### src/rtl/alu_issue_ctrl.sv
// ---------------------------------------------------------------------------
// alu_issue_ctrl
//   Issue stage sitting in front of a 4-bit combinational ALU.  Commands are
//   buffered in a small FIFO, operands are fetched from a 4x4-bit register
//   file (or taken from an immediate), and the ALU result is written back
//   and offered on a valid/ready result stream.
//
// Ports
//   clk, rst          clock and asynchronous active-high reset
//   cmd_*_i / _o      command stream into the FIFO (cmd_ready_o == !full)
//   alu_a_o, alu_b_o  registered operands to the ALU
//   alu_opcode_o      registered opcode to the ALU (passed through opaquely)
//   alu_result_i      ALU result
//   alu_flags_i       ALU flags {carry, zero, negative, overflow}
//   res_*_o / _i      result stream: data, flags, destination register
//   dz_sticky_o       latched divide-by-zero indication, cleared by rst only
//   rd_addr_i         debug read index
//   rd_data_o         combinational debug read of the register file
// ---------------------------------------------------------------------------
module alu_issue_ctrl #(
    parameter int FIFO_DEPTH = 4,
    parameter int FIFO_AW    = 2
) (
    input  logic       clk,
    input  logic       rst,
    input  logic       cmd_valid_i,
    output logic       cmd_ready_o,
    input  logic [3:0] cmd_opcode_i,
    input  logic [1:0] cmd_dst_i,
    input  logic [1:0] cmd_src_a_i,
    input  logic [1:0] cmd_src_b_i,
    input  logic       cmd_imm_en_i,
    input  logic [3:0] cmd_imm_i,
    output logic [3:0] alu_a_o,
    output logic [3:0] alu_b_o,
    output logic [3:0] alu_opcode_o,
    input  logic [3:0] alu_result_i,
    input  logic [3:0] alu_flags_i,
    output logic       res_valid_o,
    input  logic       res_ready_i,
    output logic [3:0] res_data_o,
    output logic [3:0] res_flags_o,
    output logic [1:0] res_dst_o,
    output logic       dz_sticky_o,
    input  logic [1:0] rd_addr_i,
    output logic [3:0] rd_data_o
);

    localparam logic [FIFO_AW:0] FullCount = (FIFO_AW + 1)'(FIFO_DEPTH);
    localparam logic [3:0]       OpDiv     = 4'b0110;

    typedef struct packed {
        logic [3:0] opcode;
        logic [1:0] dst;
        logic [1:0] src_a;
        logic [1:0] src_b;
        logic       imm_en;
        logic [3:0] imm;
    } cmd_t;

    typedef enum logic [1:0] {
        IDLE,
        EXEC,
        RESP
    } state_t;

    cmd_t               fifo_q [FIFO_DEPTH];
    logic [FIFO_AW-1:0] wr_ptr_q;
    logic [FIFO_AW-1:0] rd_ptr_q;
    logic [FIFO_AW:0]   count_q;
    logic [FIFO_AW:0]   count_d;

    state_t     state_q;
    logic [3:0] regs_q [4];
    logic [3:0] alu_a_q;
    logic [3:0] alu_b_q;
    logic [3:0] alu_opcode_q;
    logic [1:0] exec_dst_q;
    logic       res_valid_q;
    logic [3:0] res_data_q;
    logic [3:0] res_flags_q;
    logic [1:0] res_dst_q;
    logic       dz_sticky_q;

    logic       push;
    logic       pop;
    cmd_t       cmd_in;
    cmd_t       head;
    logic [3:0] alu_a_d;
    logic [3:0] alu_b_d;

    assign cmd_ready_o = (count_q != FullCount);
    assign push        = cmd_valid_i && cmd_ready_o;
    // Popping is tied to the FSM sitting in IDLE; there is no bypass path,
    // so a freshly pushed entry is only visible from the following cycle.
    assign pop         = (state_q == IDLE) && (count_q != '0);

    assign cmd_in = '{opcode: cmd_opcode_i, dst: cmd_dst_i, src_a: cmd_src_a_i,
                      src_b: cmd_src_b_i, imm_en: cmd_imm_en_i, imm: cmd_imm_i};
    assign head   = fifo_q[rd_ptr_q];

    // Operand fetch for the head entry; sampled into the ALU registers on pop.
    assign alu_a_d = regs_q[head.src_a];
    assign alu_b_d = head.imm_en ? head.imm : regs_q[head.src_b];

    // Occupancy tracking: a simultaneous push and pop leaves the count alone.
    always_comb begin
        count_d = count_q;
        case ({push, pop})
            2'b10:   count_d = count_q + 1'b1;
            2'b01:   count_d = count_q - 1'b1;
            default: count_d = count_q;
        endcase
    end

    // FIFO storage needs no reset; only entries below count_q are ever read.
    always_ff @(posedge clk) begin
        if (push) begin
            fifo_q[wr_ptr_q] <= cmd_in;
        end
    end

    // FIFO pointers wrap naturally because the depth is a power of two.
    always_ff @(posedge clk or posedge rst) begin
        if (rst) begin
            wr_ptr_q <= '0;
            rd_ptr_q <= '0;
            count_q  <= '0;
        end else begin
            if (push) begin
                wr_ptr_q <= wr_ptr_q + 1'b1;
            end
            if (pop) begin
                rd_ptr_q <= rd_ptr_q + 1'b1;
            end
            count_q <= count_d;
        end
    end

    // Issue FSM.  IDLE reads operands from the register file, EXEC writes the
    // settled ALU result back, RESP holds the result until it is consumed.
    // Writeback in EXEC always lands before the next IDLE read, so dependent
    // back-to-back commands see the updated register value.
    always_ff @(posedge clk or posedge rst) begin
        if (rst) begin
            state_q      <= IDLE;
            alu_a_q      <= '0;
            alu_b_q      <= '0;
            alu_opcode_q <= '0;
            exec_dst_q   <= '0;
            res_valid_q  <= 1'b0;
            res_data_q   <= '0;
            res_flags_q  <= '0;
            res_dst_q    <= '0;
            dz_sticky_q  <= 1'b0;
            for (int i = 0; i < 4; i++) begin
                regs_q[i] <= '0;
            end
        end else begin
            case (state_q)
                IDLE: begin
                    if (pop) begin
                        alu_a_q      <= alu_a_d;
                        alu_b_q      <= alu_b_d;
                        alu_opcode_q <= head.opcode;
                        exec_dst_q   <= head.dst;
                        state_q      <= EXEC;
                    end
                end
                EXEC: begin
                    regs_q[exec_dst_q] <= alu_result_i;
                    res_data_q         <= alu_result_i;
                    res_flags_q        <= alu_flags_i;
                    res_dst_q          <= exec_dst_q;
                    res_valid_q        <= 1'b1;
                    if ((alu_opcode_q == OpDiv) && (alu_b_q == 4'd0)) begin
                        dz_sticky_q <= 1'b1;
                    end
                    state_q <= RESP;
                end
                RESP: begin
                    if (res_valid_q && res_ready_i) begin
                        res_valid_q <= 1'b0;
                        state_q     <= IDLE;
                    end
                end
                default: begin
                    state_q <= IDLE;
                end
            endcase
        end
    end

    assign alu_a_o      = alu_a_q;
    assign alu_b_o      = alu_b_q;
    assign alu_opcode_o = alu_opcode_q;
    assign res_valid_o  = res_valid_q;
    assign res_data_o   = res_data_q;
    assign res_flags_o  = res_flags_q;
    assign res_dst_o    = res_dst_q;
    assign dz_sticky_o  = dz_sticky_q;
    assign rd_data_o    = regs_q[rd_addr_i];

endmodule

### config.mk
export PLATFORM = sky130hd
export DESIGN_NAME = alu_issue_ctrl
export DESIGN_NICKNAME = d
export VERILOG_FILES = /design/src/rtl/alu_issue_ctrl.sv
export SDC_FILE = /design/constraint.sdc
export NUM_CORES = 1
export LEC_CHECK = 0
export ABC_AREA = 1
export CELL_PAD_IN_SITES_DETAIL_PLACEMENT = 0
export CELL_PAD_IN_SITES_GLOBAL_PLACEMENT = 1
export CORE_AREA = 2 2 105 107
export DETAILED_ROUTE_END_ITERATION = 16
export DIE_AREA = 0 0 107 109
export PLACE_DENSITY = 0.85
export SETUP_SLACK_MARGIN = 0.15
export SLEW_MARGIN = 15
export SYNTH_ARGS = -nofsm -noshare
export SYNTH_HDL_FRONTEND = slang
export SYNTH_SLANG_ARGS = --single-unit
### constraint.sdc
create_clock -name clk -period 3.59 [get_ports clk]
set_clock_uncertainty 0.1 [all_clocks]
set_input_delay 0.8975 -clock clk [delete_from_list [all_inputs] [get_ports clk]]
set_output_delay 0.8975 -clock clk [all_outputs]
set_load 0.02 [all_outputs]
==> impl_metrics.tcl <==
set metrics [dict create \
    antenna_found_initial 0 \
    clkLatencyLatePin_ns 0.37 \
    area_growth_pct 19.8 \
    synth_cell_type_count 26 \
    arrival_ns 2.28 \
    synth_seq_area_share 0.638 \
    final_core_util 0.545 \
    postSynthAreaPerCell_um2 10.0 \
    cts_tree "done" \
    dp_hpwl_mm 7.25 \
    setup_viol 0 \
    start_util 0.455 \
    cts_buffers 9 \
    die_x_um 107 \
    cts-root-buf "clkbuf_8" \
    synth.most_common_cell "nand2_1" \
    yosys-top-cells-area "edfxtp_1, dfrtp_1, nand2_1, nand3_1, o21ai_0" \
    grt_use_total 0.196 \
    worstMarginPinSlew_ns 0.727 \
    outcome "complete, no violations" \
    synth.top_cell.area_share 0.374 \
    hold_viol_final 0 \
    syn_inst 480 \
    ant_nets 0 \
    period_minus_slack_ns 3.28 \
    num_rows 38 \
    synth_ff_type "edfxtp_1" \
    grt_pass1_vias 3476 \
    endpoint_kind "output port" \
    ctsHtreeMaxLevel 3 \
    synth_edf_count 60 \
    p_per_area_nw_per_um2 487 \
    drv_cap 0 \
    critPathKind "in2out" \
    stdcell_count 689 \
    cellLeakagePower_nw 2.56 \
    grt_pass1_wl_mm 17.5 \
    synth_seq_cells 111 \
    synth_top_cell_by_area "edfxtp_1" \
    clock_path_buffers 2 \
    gp_congestion 0.839 \
    ys_async_sr_fraction 0.459 \
    yosysWarnings 0 \
    ios 58 \
    fin_crit_sh 0.914 \
    coreArea_um2 10600 \
    setup_tns_ns 0 \
    port-buffer-count 57 \
    drtPass1Iterations 4 \
    syn_nets 515 \
    clk_pin_slew_ns 0.10 \
    syn-cell-area_um2 4820 \
    clock_sinks 111 \
    n_antenna_cell 0 \
    finalMaxSlewViolations 0 \
    hold_buffers 0 \
    layout-drive-gt1-share 0.0747 \
    placed_area_um2 5560 \
    avgRoutedWirePerCell_um 15.4 \
    path_max_fanout 7 \
    place_ws_ns 0.0351 \
    dpl.cell_count 673 \
    drtIter0Drc 315 \
    vias_per_cell 5.12 \
    cp-start-kind "input pin" \
    dieArea_um2 11700 \
    grt-ovfl-total 0 \
    max_slew_margin 0.514 \
    vdd.ir_drop.worst_uv 321 \
    worstPathRequired_ns 2.59 \
    vias 3527 \
    hp-class "reg2reg" \
    timing.fmax_ghz 0.305 \
    synthTopCellsByCount "nand2_1, edfxtp_1, dfrtp_1" \
    rsz0062_at_grt "no" \
    fin_ws_ns 0.309 \
    wl_mm 10.6 \
    stdcell_area_um2 5780 \
    grt_max_degree 33 \
    nNetsFinal 579 \
    drcViolationCount 0 \
    die_h_um 109 \
]
-- layer usage --
metal,routed length (µm),track usage
met5,0,0
met4,155,0.0705
met3,555,0.0389
met2,5110,0.313
met1,4790,0.269
-- worst max-delay path: stages --
cell	delay, ns
clkdlybuf4s50_1	0.50
inv_1	0.11
o21ai_0	0.15
a21oi_1	0.06
a21oi_1	0.20
dlygate4sd2_1	0.37
-- registers in the layout, indices dropped and copies added, names as in the netlist, 3 cells and up --
| register | flops |
|---|---|
| fifo_q | 60 |
| regs_q | 16 |
| alu_a_o | 4 |
| alu_b_o | 4 |
| alu_opcode_o | 4 |
| res_data_o | 4 |
| res_flags_o | 4 |
| count_q | 3 |
-- per-stage QoR --
step	hold WS (ns)	total power, mW
finish	0.381	2.81
global route	0.416	2.95
CTS	0.387	2.84
detailed placement	0.364	2.02
global placement	0.354	2.00
floorplan	0.353	1.85
-- report_power, final --
group	total, mW	switching, mW	internal [mW]
sequential	1.58	0.0623	1.52
combinational	0.403	0.261	0.142
clock	0.826	0.425	0.402
-- path summary, 6_finish.rpt --
| check | start | endpoint | slack (ns) | depth (start not counted) |
|---|---|---|---|---|
| max | rd_addr_i[0] | rd_data_o[2] | 0.31 | 6 |
| min | res_flags_o[3]$_DFFE_PP0P_ | res_flags_o[3]$_DFFE_PP0P_ | 0.38 | 2 |
| max reg2reg | state_q[1]$_DFFE_PP0P_ | count_q[2]$_DFFE_PP0P_ | 1.03 | 10 |
| min reg2reg | res_flags_o[3]$_DFFE_PP0P_ | res_flags_o[3]$_DFFE_PP0P_ | 0.38 | 2 |
| max in group asynchronous | rst | wr_ptr_q[1]$_DFFE_PP0P_ | 1.98 | 3 |
| min in group asynchronous | rst | state_q[0]$_DFFE_PP0P_ | 0.77 | 2 |
-- cell type report --
class                      instances  area (µm²)
clock buffer                       9         124
clock inverter                     7         100
fill                             988        4830
inverter                          47         176
multi-input combinational        307        1480
sequential                       111        3080
tap                              140         175
timing repair buffer              68         648
-- kinds of logic (layout without fill, tap and decap cells) --
kind of cell | after synthesis | after routing | synth area share
buf+inv | 62 | 131 | 0.0555
flops | 111 | 111 | 0.638
xor+xnor | 4 | 4 | 0.00727
simple gates | 220 | 220 | 0.196
compound gates | 77 | 77 | 0.0856
fa+ha+maj | 6 | 6 | 0.0171
-- cells in the final DEF, fill, tap and decap left out, drive strengths merged, types with 2 or more instances in the layout --
master / count
clkbuf: 9
nor4: 2
buf: 11
xnor2: 2
o22ai: 6
xor2: 2
o21ai: 51
dfrtp: 51
inv: 50
edfxtp: 60
nor2: 24
ha: 5
a21oi: 18
nand3: 51
nand2: 143
clkinv: 2
clkdlybuf4s50: 53
bufinv: 2
dlygate4sd2: 4
-- what timing repair did --
action	CTS	global route
gates resized for setup	4	0
buffers inserted	0	0
endpoints found under the setup margin	4	0
Note: power is estimated with default switching activity, not from simulation.
